`src/rtl/adder_beat_frontend.sv`:
```
// Narrow-bus front end for the wide combinational adder: gathers A, B and carry-in
// from BEAT-wide input beats, captures the sum, then streams it back out beat by beat.
//
//  state   | meaning
//  --------+--------------------------------------------------------------
//  LOAD_A  | accept operand A beats (LSB first), carry-in taken on beat 0
//  LOAD_B  | accept operand B beats (LSB first)
//  CAPTURE | one cycle: register adder sum and carry-out
//  SEND    | emit result beats (LSB first); carry-out held for the phase
module adder_beat_frontend #(
  parameter int WIDTH = 128,
  parameter int BEAT  = 32
) (
  input  logic             clk,
  input  logic             reset,
  input  logic             in_valid,
  output logic             in_ready,
  input  logic [BEAT-1:0]  in_data,
  input  logic             in_cin,
  output logic             out_valid,
  input  logic             out_ready,
  output logic [BEAT-1:0]  out_data,
  output logic             out_last,
  output logic             out_cout,
  output logic [WIDTH-1:0] add_a,
  output logic [WIDTH-1:0] add_b,
  output logic             add_cin,
  input  logic [WIDTH-1:0] add_sum,
  input  logic             add_cout,
  output logic [15:0]      op_count
);

  localparam int BEATS = WIDTH / BEAT;
  localparam int IDXW  = $clog2(BEATS);
  localparam logic [IDXW-1:0] LAST_IDX = IDXW'(BEATS - 1);

  typedef enum logic [1:0] {
    LOAD_A  = 2'd0,
    LOAD_B  = 2'd1,
    CAPTURE = 2'd2,
    SEND    = 2'd3
  } state_e;

  state_e            state_q, state_d;
  logic [IDXW-1:0]   idx_q, idx_d;
  logic [WIDTH-1:0]  a_q, a_d;
  logic [WIDTH-1:0]  b_q, b_d;
  logic              cin_q, cin_d;
  logic [WIDTH-1:0]  res_q, res_d;
  logic              cout_q, cout_d;
  logic [15:0]       cnt_q, cnt_d;

  always_ff @(posedge clk or posedge reset) begin
    if (reset) begin
      state_q <= LOAD_A;
      idx_q   <= '0;
      a_q     <= '0;
      b_q     <= '0;
      cin_q   <= 1'b0;
      res_q   <= '0;
      cout_q  <= 1'b0;
      cnt_q   <= '0;
    end else begin
      state_q <= state_d;
      idx_q   <= idx_d;
      a_q     <= a_d;
      b_q     <= b_d;
      cin_q   <= cin_d;
      res_q   <= res_d;
      cout_q  <= cout_d;
      cnt_q   <= cnt_d;
    end
  end

  always_comb begin
    state_d   = state_q;
    idx_d     = idx_q;
    a_d       = a_q;
    b_d       = b_q;
    cin_d     = cin_q;
    res_d     = res_q;
    cout_d    = cout_q;
    cnt_d     = cnt_q;
    in_ready  = 1'b0;
    out_valid = 1'b0;
    out_data  = '0;
    out_last  = 1'b0;
    out_cout  = 1'b0;

    case (state_q)
      LOAD_A: begin
        in_ready = 1'b1;
        if (in_valid) begin
          a_d[idx_q*BEAT +: BEAT] = in_data;
          if (idx_q == '0) cin_d = in_cin;
          if (idx_q == LAST_IDX) begin
            idx_d   = '0;
            state_d = LOAD_B;
          end else begin
            idx_d = idx_q + 1'b1;
          end
        end
      end
      LOAD_B: begin
        in_ready = 1'b1;
        if (in_valid) begin
          b_d[idx_q*BEAT +: BEAT] = in_data;
          if (idx_q == LAST_IDX) begin
            idx_d   = '0;
            state_d = CAPTURE;
          end else begin
            idx_d = idx_q + 1'b1;
          end
        end
      end
      // Operands have been stable since the last B edge, so the adder output is settled.
      CAPTURE: begin
        res_d   = add_sum;
        cout_d  = add_cout;
        state_d = SEND;
      end
      SEND: begin
        out_valid = 1'b1;
        out_data  = res_q[idx_q*BEAT +: BEAT];
        out_last  = (idx_q == LAST_IDX);
        out_cout  = cout_q;
        if (out_ready) begin
          if (idx_q == LAST_IDX) begin
            idx_d   = '0;
            cnt_d   = cnt_q + 16'd1;
            state_d = LOAD_A;
          end else begin
            idx_d = idx_q + 1'b1;
          end
        end
      end
      default: state_d = LOAD_A;
    endcase
  end

  assign add_a    = a_q;
  assign add_b    = b_q;
  assign add_cin  = cin_q;
  assign op_count = cnt_q;

endmodule
```
`config.mk`:
```
export PLATFORM = sky130hd
export DESIGN_NAME = adder_beat_frontend
export DESIGN_NICKNAME = d
export VERILOG_FILES = /design/src/rtl/adder_beat_frontend.sv
export SDC_FILE = /design/constraint.sdc
export NUM_CORES = 1
export LEC_CHECK = 0
export CORE_ASPECT_RATIO = 0.7
export CORE_MARGIN = 5
export CORE_UTILIZATION = 45
export DETAILED_ROUTE_END_ITERATION = 10
export PLACE_DENSITY = 0.79
export REMOVE_ABC_BUFFERS = 1
export SYNTH_ARGS = -nofsm -noshare
export SYNTH_HDL_FRONTEND = slang
export SYNTH_SLANG_ARGS = --single-unit
```
`constraint.sdc`:
```
create_clock -name clk -period 42.8 [get_ports clk]
set_input_delay 8.56 -clock clk [delete_from_list [all_inputs] [get_ports clk]]
set_output_delay 8.56 -clock clk [all_outputs]
set_load 0.02 [all_outputs]
```
## Word level (Yosys, flattened, before mapping)

Cells that the tools add are included.

- Register bits: 406
- Word-level logic and storage cells: 53
- Output and inout bits: 309

- Reductions and logical operators: 10
- $add $sub $neg: 3
- Shift-type cells: 3
- Muxes and demuxes: 18
- Equality and inequality tests: 11

Operator list:

| kind | number |
|---|---|
| $bwmux 128 | 2 |
| $shift 32x34->128 const A | 1 |
| $shiftx 128x8->32 | 1 |
| $shiftx 32x34->128 | 1 |
| $neg 7->34 | 1 |
| $mux 32 | 1 |
| $mux 2 | 9 |
| $add 16x1->16 const B | 1 |
| $ne 2x2->1 const B | 6 |
| $reduce_and 3->1 | 3 |
| $pmux 2 s4 | 1 |
| $eq 2x2->1 const B | 3 |
| $reduce_and 6->1 | 1 |
| $logic_not 2->1 | 2 |
| $mux 1 | 4 |
| $pmux 2 s2 | 1 |
| $reduce_and 2->1 | 2 |
| $add 2x1->2 const B | 1 |
| $eq 2x1->1 const B | 1 |
| $ne 2x1->1 const B | 1 |
| $reduce_bool 2->1 | 1 |
| $reduce_or 2->1 | 1 |

## Depth between registers and ports, before layout

Gate-level depths: netlist of the first run.

- Depth after elaboration: 4
- Depth in mapped cells: 10
- Depth with buffers taken out: 6

## Worst setup path before layout of the first run

No wires, ideal clock.

- Path kind: register -> output
- From: reg idx_q[0]
- To: out out_data[10]
- Setup slack: 32.785 ns
- Path buffers: 2
- Cell stages (with the launch flop): 5
- Data required time: 34.240 ns
- Data arrival time: 1.455 ns
- Path through: dfrtp_1 -> buf_6 -> buf_4 -> mux4_2 -> and2_1

- Longest elaborated chain between the ends: 2

RTL lines:

| item | line | text |
|---|---|---|
| start, declared | 45 | `logic [IDXW-1:0] idx_q, idx_d;` |
| start signal, assigned | 65 | `idx_q <= idx_d;` |
| $shiftx 128x8->32 | 124 | `out_data = res_q[idx_q*BEAT +: BEAT];` |
| $mux 32 | 90 | `case (state_q)` |
| end, declared | 22 | `output logic [BEAT-1:0] out_data,` |

Every way passes these cells.

==> key figures, run 1 <==
Status
  – Status: finished, final reports clean

Floorplanning
  – Chip width: approximately 240 um
  – I/O pins: about 480
  – Site Rows: 58
  – Initial core utilization: 0.4534
  – Die Span Y: about 170 um
  – Core area: approximately 0.036 mm2
  – Die area: approximately 0.04 mm2

CTS
  – CTS Sinks: approximately 410
  – Worst-path clk slew: 60 ps
  – Worst-case clock buffer depth: 3
  – Hold buffers post-CTS: 0
  – Setup bufs post-CTS: 0
  – Total CTS buffers: between 40 and 50
  – H-tree Lvls: 2
  – CTS tree: done
  – Worst-Skew Late Latency: ~530 ps
  – Cts repair resizes: 0
  – Root Buffer: clkbuf_16

Detailed routing
  – DRT met1 WL: a little over 20,000 um
  – WL per Instance: around 22 um
  – DRC: 0
  – DR vias: approximately 12,000
  – Vias/cell: ~5.4
  – Initial DRC Count: 887
  – First-pass iteration count of the detailed router: 5
  – WL final: approximately 49,000 um
  – Met2 routed WL: 24,220 um
  – Post-route ant nets: 0
  – Routed wl met3: a little under 3000 um
  – DR top layer: met4

Logic synthesis
  – Yosys reg bits: between 400 and 500
  – Warnings, synthesis: 0
  – Post-synth cell types: 31
  – Mapped cell area: between 0.015 and 0.02 mm2
  – Syn_area_per_cell: around 12 um2
  – Post-synthesis instance total: approximately 1,300
  – Sequential element share of the synthesized area: 0.6263

Timing
  – Pins Over Slew Limit: 0
  – Worst Skew: 12.90 ps
  – Setup total negative slack: 0 ps
  – Max Clk Rate: ~84 MHz
  – Min Tclk post-route: approximately 12,000 ps
  – Count of final hold-check violations: 0
  – Max-slew headroom: 0.1936
  – Final setup viols: 0
  – Ratio of final minimum period to clock period: 0.2786
  – Worst Tran Pin Value: ~1200 ps
  – Setup repair after global routing missed its margin: no

Layout
  – Post-Layout Inst Area: approximately 0.023 mm2
  – Leading cell types in the layout, fill and taps excluded: clkdlybuf4s50_1, dfrtp_1, nand2_1
  – # nets final: 1,946
  – Fillers: ~2,700
  – Layout cell share with drive strength beyond 1: 0.1411
  – Commonest non-fill, non-tap cell in the layout: clkdlybuf4s50_1
  – Register Area: around 0.01 mm2
  – Area Overhead vs Synth: 39.10%
  – Multi-input gate area: ~0.0057 mm2

Power
  – Combinational power share: 0.450
  – Clock share of power: 0.188
  – Pwr/cell area: 80.07 mW/mm2
  – Sw Pwr: 0.0006595 W
  – VDD IR-drop max: 0.00004028 V
  – Int Pwr: 0.001147 W
  – P_leak: ~9.4 nW
  – Flop pwr share: 0.362
  – Switching Share: 0.3651

GRT
  – GRT Total Usage: 0.2433
  – GRT overflow: 0
  – First-pass GRT wire length: roughly 77,000 um
  – Largest net degree at the start of global routing: about 120
  – Initial antenna violation count: 1
  – Vias in the first global route: approximately 13,000

Hold path
  – Worst hold path class: flip-flop to flip-flop

Placed design
  – GP Congestion: 0.8188
  – Port-buffer cells: roughly 470
  – Placed Area: 0.02133 mm2
  – Dpl hpwl: 34,840 um

Critical path
  – Slowest stage cell, crit path: buf_4
  – Worst EP required: approximately 43,000 ps
  – Crit start category: input pin
  – WP data arrival: approximately 12,000 ps
  – Crit Path Max Fanout: between 100 and 150
  – Setup CP Type: input pin to async pin
  – Crit path top cell by count: buf_4
  – CP Cell Sequence: clkdlybuf4s50_1 > inv_8 > buf_4 > buf_4 > buf_4
  – CP max stage delay: approximately 930 ps
  – Endpoint class of the critical path: async pin

Run
  – Max-cap violations: 0
layer usage:
metal | GRT usage | vias to the layer above
li1 | - | 5495
met1 | 0.3266 | 6168
met2 | 0.4014 | 416
met3 | 0.04723 | 104
met4 | 0.08603 | 0
met5 | 0 | -
cell usage after synthesis:
master    count  area share
dfrtp_1     406        0.63
nand2_1     298       0.069
mux2_2      132       0.092
o21ai_0     123       0.038
o21ai_1      73       0.023
a22o_1       63       0.034
clkbuf_1     50       0.012
and2_1       34       0.013
mux4_2       32       0.044
buf_2        28      0.0086
nand3_1      13      0.0040
ha_1         11      0.0085
nor2_1        9      0.0021
xnor2_1       9      0.0049
inv_1         8      0.0019
xor2_1        6      0.0032
and3_1        5      0.0019
buf_4         4      0.0019
buf_6         4      0.0028
buf_1         3     0.00069
nor3_1        3     0.00093
nand3_2       2      0.0012
nand4_1       2     0.00077
nor4_4        2      0.0026
a211oi_1      1     0.00046
a221oi_1      1     0.00054
a22oi_1       1     0.00046
a32o_1        1     0.00062
inv_4         1     0.00039
nor4_1        1     0.00039
o21ba_2       1     0.00062
cells by family after synthesis:
kind of cell | count (synthesis) | share of synthesized area
flops | 406 | 0.6263
buf+inv | 98 | 0.02777
fa+ha+maj | 11 | 0.008485
simple gates | 369 | 0.09603
compound gates | 264 | 0.09719
xor+xnor | 15 | 0.008100
mux | 164 | 0.1361
final timing paths:
| check | slack [ps] | endpoint | cells after the start | startpoint |
|---|---|---|---|---|
| min in group asynchronous | 8590 | op_count[2] | 2 | reset |
| min reg2reg | 480 | add_a[73] | 2 | add_a[73] |
| min | 480 | add_a[73] | 2 | add_a[73] |
| max | 30880 | add_a[16] | 5 | reset |
| max in group clk | 31280 | out_data[7] | 4 | idx_q[0] |
| max reg2reg | 39160 | add_b[96] | 6 | idx_q[1] |
cell type report:
class,count,share of cell area
antenna,2,0.0002218
clock buffer,60,0.05174
clock inverter,7,0.002828
inverter,9,0.001941
multi-input combinational,823,0.2513
sequential,406,0.4504
tap,480,0.02662
timing repair buffer,488,0.2149
power by group through the flow:
stage	Combinational, W	Clock (W)	Sequential, W
3_5_place_dp	0.000820	0	0.000657
2_1_floorplan	0.000330	0	0.000764
4_1_cts	0.000823	0.000345	0.000654
5_1_grt	0.000866	0.000361	0.000674
3_3_place_gp	0.000801	0	0.000648
6_report	0.000813	0.000339	0.000654
registers in the layout, indices dropped and copies added (netlist names):
| name | cells |
|---|---|
| state_q | 2 |
| res_q | 128 |
| cout_q | 1 |
| add_a | 128 |
| idx_q | 2 |
| add_b | 128 |
| add_cin | 1 |
| op_count | 16 |
worst max-delay path: cells and delay by family:
kind	cells	cell delay (ps)
buffers and inverters	5	3720
metrics by stage:
stage | std cells | power, W | hold slack (ps) | utilization | setup WS, ps
after floorplan | 1238 | 0.001094 | 473.2 | - | 22950
after global placement | 2206 | 0.001449 | 461.2 | 0.5961 | 30240
after detailed placement | 2206 | 0.001477 | 469.1 | 0.5961 | 30130
after CTS | 2273 | 0.001822 | 482.5 | 0.6305 | 30700
after global routing | 2274 | 0.001900 | 498.4 | 0.6306 | 30210
final | 2275 | 0.001807 | 477.9 | 0.6307 | 30880
Note: power is estimated with default switching activity, not from simulation.
==> run 2: changes to the inputs <==
--- a/config.mk
+++ b/config.mk
@@ -7,7 +7,7 @@
 export LEC_CHECK = 0
 export CORE_ASPECT_RATIO = 0.7
 export CORE_MARGIN = 5
-export CORE_UTILIZATION = 45
+export CORE_UTILIZATION = 43
 export DETAILED_ROUTE_END_ITERATION = 10
 export PLACE_DENSITY = 0.79
 export REMOVE_ABC_BUFFERS = 1
==> constraint.sdc (replaced) <==
create_clock -name clk -period 10.65 [get_ports clk]
set_input_delay 2.13 -clock clk [delete_from_list [all_inputs] [get_ports clk]]
set_output_delay 2.13 -clock clk [all_outputs]
set_load 0.02 [all_outputs]
==> run 2 against run 1 <==
Effect of this change: sequential cell count unchanged; register-to-register slack got worse by 32000 ps; global-route usage down 0.90 points; combinational power rose to 4.0 times the previous value; non-clock buffer count fell by 2; die area up 4.4%; via count is 0.15% higher; worst hold slack better by 3.0 ps; final area grew 0.76%.
==> key figures, run 2 (synthesis results as in run 1) <==
Timing
  – Min Tclk post-route: ~5100 ps
  – Ratio of final minimum period to clock period: 0.4779
  – Pins Over Slew Limit: 0 (unchanged)
  – Max-slew headroom: 0.2541 (+0.06052)
  – Worst Tran Pin Value: 1110 ps (-90.11 ps)
  – Count of final hold-check violations: 0 (unchanged)
  – Setup repair after global routing missed its margin: no
  – Hold_ws: 480.8 ps (+2.950 ps)
  – Final setup viols: 0 (unchanged)
  – Max Clk Rate: about 200 MHz
  – Worst Skew: 12.29 ps (-0.6151 ps)
  – Fin worst setup slack: 5561 ps (-25,320 ps)

Hold path
  – Worst Hold Launch: add_a[92]
  – WHS Path Cells: 2 (unchanged)
  – Worst hold path class: flip-flop to flip-flop
  – End of the worst hold path: add_a[92]

GRT
  – Vias in the first global route: 12,799 (+0.46%)
  – First-pass GRT wire length: 76,720 um (+0.25%)
  – GRT overflow: 0 (unchanged)
  – GRT Total Usage: 0.2343 (-0.008985)
  – Initial antenna violation count: 0 (-1)
  – Largest net degree at the start of global routing: 152 (+30%)

Critical path
  – CP Cell Sequence: buf_4 > mux4_2 > and2_1 > clkdlybuf4s50_1
  – WP data arrival: 2960 ps (-9490 ps)
  – R2R depth: 6 (unchanged)
  – Setup slack, reg-to-reg: 7030 ps (-32,130 ps)
  – Slowest stage cell, crit path: clkdlybuf4s50_1
  – Endpoint class of the critical path: primary output
  – Worst EP required: 8520 ps (-34,810 ps)
  – R2r startpoint: idx_q[1]
  – Crit Path Max Fanout: 32 (-72%)
  – Setup CP Type: flip-flop to primary output
  – CP max stage delay: 620 ps (-310 ps)
  – Crit start category: flip-flop
  – CP delay by family, top: buffers and inverters
  – R2r endpoint: add_b[108]
  – WP buf/inv: 2 (-3)

CTS
  – CTS Sinks: 406 (unchanged)
  – CTS tree: done
  – Total CTS buffers: 41 (unchanged)
  – H-tree Lvls: 2 (unchanged)
  – Cts repair resizes: 0 (unchanged)
  – Worst-path clk slew: 70 ps (about the same)
  – Hold buffers post-CTS: 0 (unchanged)
  – Setup bufs post-CTS: 0 (unchanged)
  – Worst-Skew Late Latency: 530 ps (about the same)
  – Root Buffer: clkbuf_16
  – Worst-case clock buffer depth: 3 (unchanged)

Layout
  – Fillers: 2,911 (+7.5%)
  – ANT cells: 0 (-2)
  – # nets final: 1,944 (-0.10%)
  – Commonest non-fill, non-tap cell in the layout: clkdlybuf4s50_1
  – Layout cell share with drive strength beyond 1: 0.1473 (+0.006200)
  – Area Overhead vs Synth: 40.16%
  – Leading cell types in the layout, fill and taps excluded: clkdlybuf4s50_1, dfrtp_1, nand2_1
  – Post-Layout Inst Area: 0.02273 mm2 (+0.76%)

Detailed routing
  – First-pass iteration count of the detailed router: 5 (unchanged)
  – WL per Instance: 22.01 um (+1.2%)
  – Post-route ant nets: 0 (unchanged)
  – DRC: 0 (unchanged)
  – DR vias: 12,201 (+0.15%)
  – WL final: 50,330 um (+1.7%)
  – Vias/cell: 5.335 (-0.38%)
  – Initial DRC Count: 978 (+10%)

Placed design
  – GP Congestion: 0.8139 (-0.60%)
  – Placed Area: 0.02134 mm2 (about the same)
  – Port-buffer cells: 474 (unchanged)
  – Dpl hpwl: 35,200 um (+1.0%)
  – Placement Setup Slack: 5400 ps (-24,730 ps)

Status
  – Status: finished, final reports clean

Floorplanning
  – Die Span Y: 172.5 um (+2.2%)
  – Die area: 0.04177 mm2 (+4.4%)
  – Initial core utilization: 0.4360 (-0.01741)
  – Chip width: 242.1 um (+2.2%)
  – Core area: 0.03721 mm2 (+4.0%)
  – Site Rows: 59 (+1.7%)
  – I/O pins: 475 (unchanged)

Power
  – VDD IR-drop max: 0.0001746 V (+330%)
  – Tot Pwr: 0.007392 W (+310%)
  – Pwr/cell area: 325.1 mW/mm2 (+310%)
  – P_leak: 9.531 nW (+0.89%)

Run
  – Max-cap violations: 0 (unchanged)
-- run 2: cell types whose count changed in the layout (fill, tap and decap cells not counted), moves of 2 or more --
cell	before	now
clkbuf_1	12	6
clkinv_2	5	11
buf_4	14	11
bufinv_16	1	3
clkbuf_16	41	43
clkbuf_8	7	9
diode_2	2	0
-- run 2: worst min-delay path, cell delays in order (launching register included) --
cell	delay (ps)
dfrtp_1	340
nand2_1	40
o21ai_0	60
-- run 2: area by class of cell --
type	count	area, um2	share of cell area
Timing Repair Buffer	486	4847	0.2132
Tap cell	488	610.6	0.02686
Multi-Input combinational cell	823	5678	0.2498
Sequential cell	406	10160	0.4470
Clock inverter	17	170.2	0.007485
Clock buffer	58	1222	0.05377
Inverter	9	43.79	0.001926
-- run 2: how the worst max path moves through the flow --
stage,startpoint,end,slack (ps),cells after the start
final,idx_q[0],out_data[1],5560,4
after global routing,idx_q[0],out_data[1],5390,4
after CTS,idx_q[0],out_data[1],5460,4
after detailed placement,in_valid,add_b[13],5400,4
after global placement,in_valid,add_a[1],5510,4
after floorplan,reset,add_a[0],-2770,1
-- run 2: per-layer routing --
metal,routed length [um],vias to the layer above,track usage
li1,-,5470,-
met1,20760,6177,0.3069
met2,24570,439,0.3937
met3,2903,115,0.04713
met4,2090,0,0.08827
met5,0,-,0
-- run 2: stage by stage --
| step | TNS [ps] | utilization | instances |
|---|---|---|---|
| 5_1_grt | 0 | 0.6110 | 2287 |
| 3_5_place_dp | 0 | 0.5736 | 2212 |
| 2_1_floorplan | -1126460 | - | 1238 |
| 6_report | 0 | 0.6110 | 2287 |
| 3_3_place_gp | 0 | 0.5736 | 2212 |
| 4_1_cts | 0 | 0.6110 | 2287 |
-- run 2: power breakdown --
| part | switching [W] | internal (W) | total, W | leakage (nW) |
|---|---|---|---|---|
| Clock | 0.000610 | 0.000875 | 0.00149 | 0.696 |
| Combinational | 0.00166 | 0.00162 | 0.00328 | 3.51 |
| Sequential | 0.000414 | 0.00221 | 0.00263 | 5.33 |
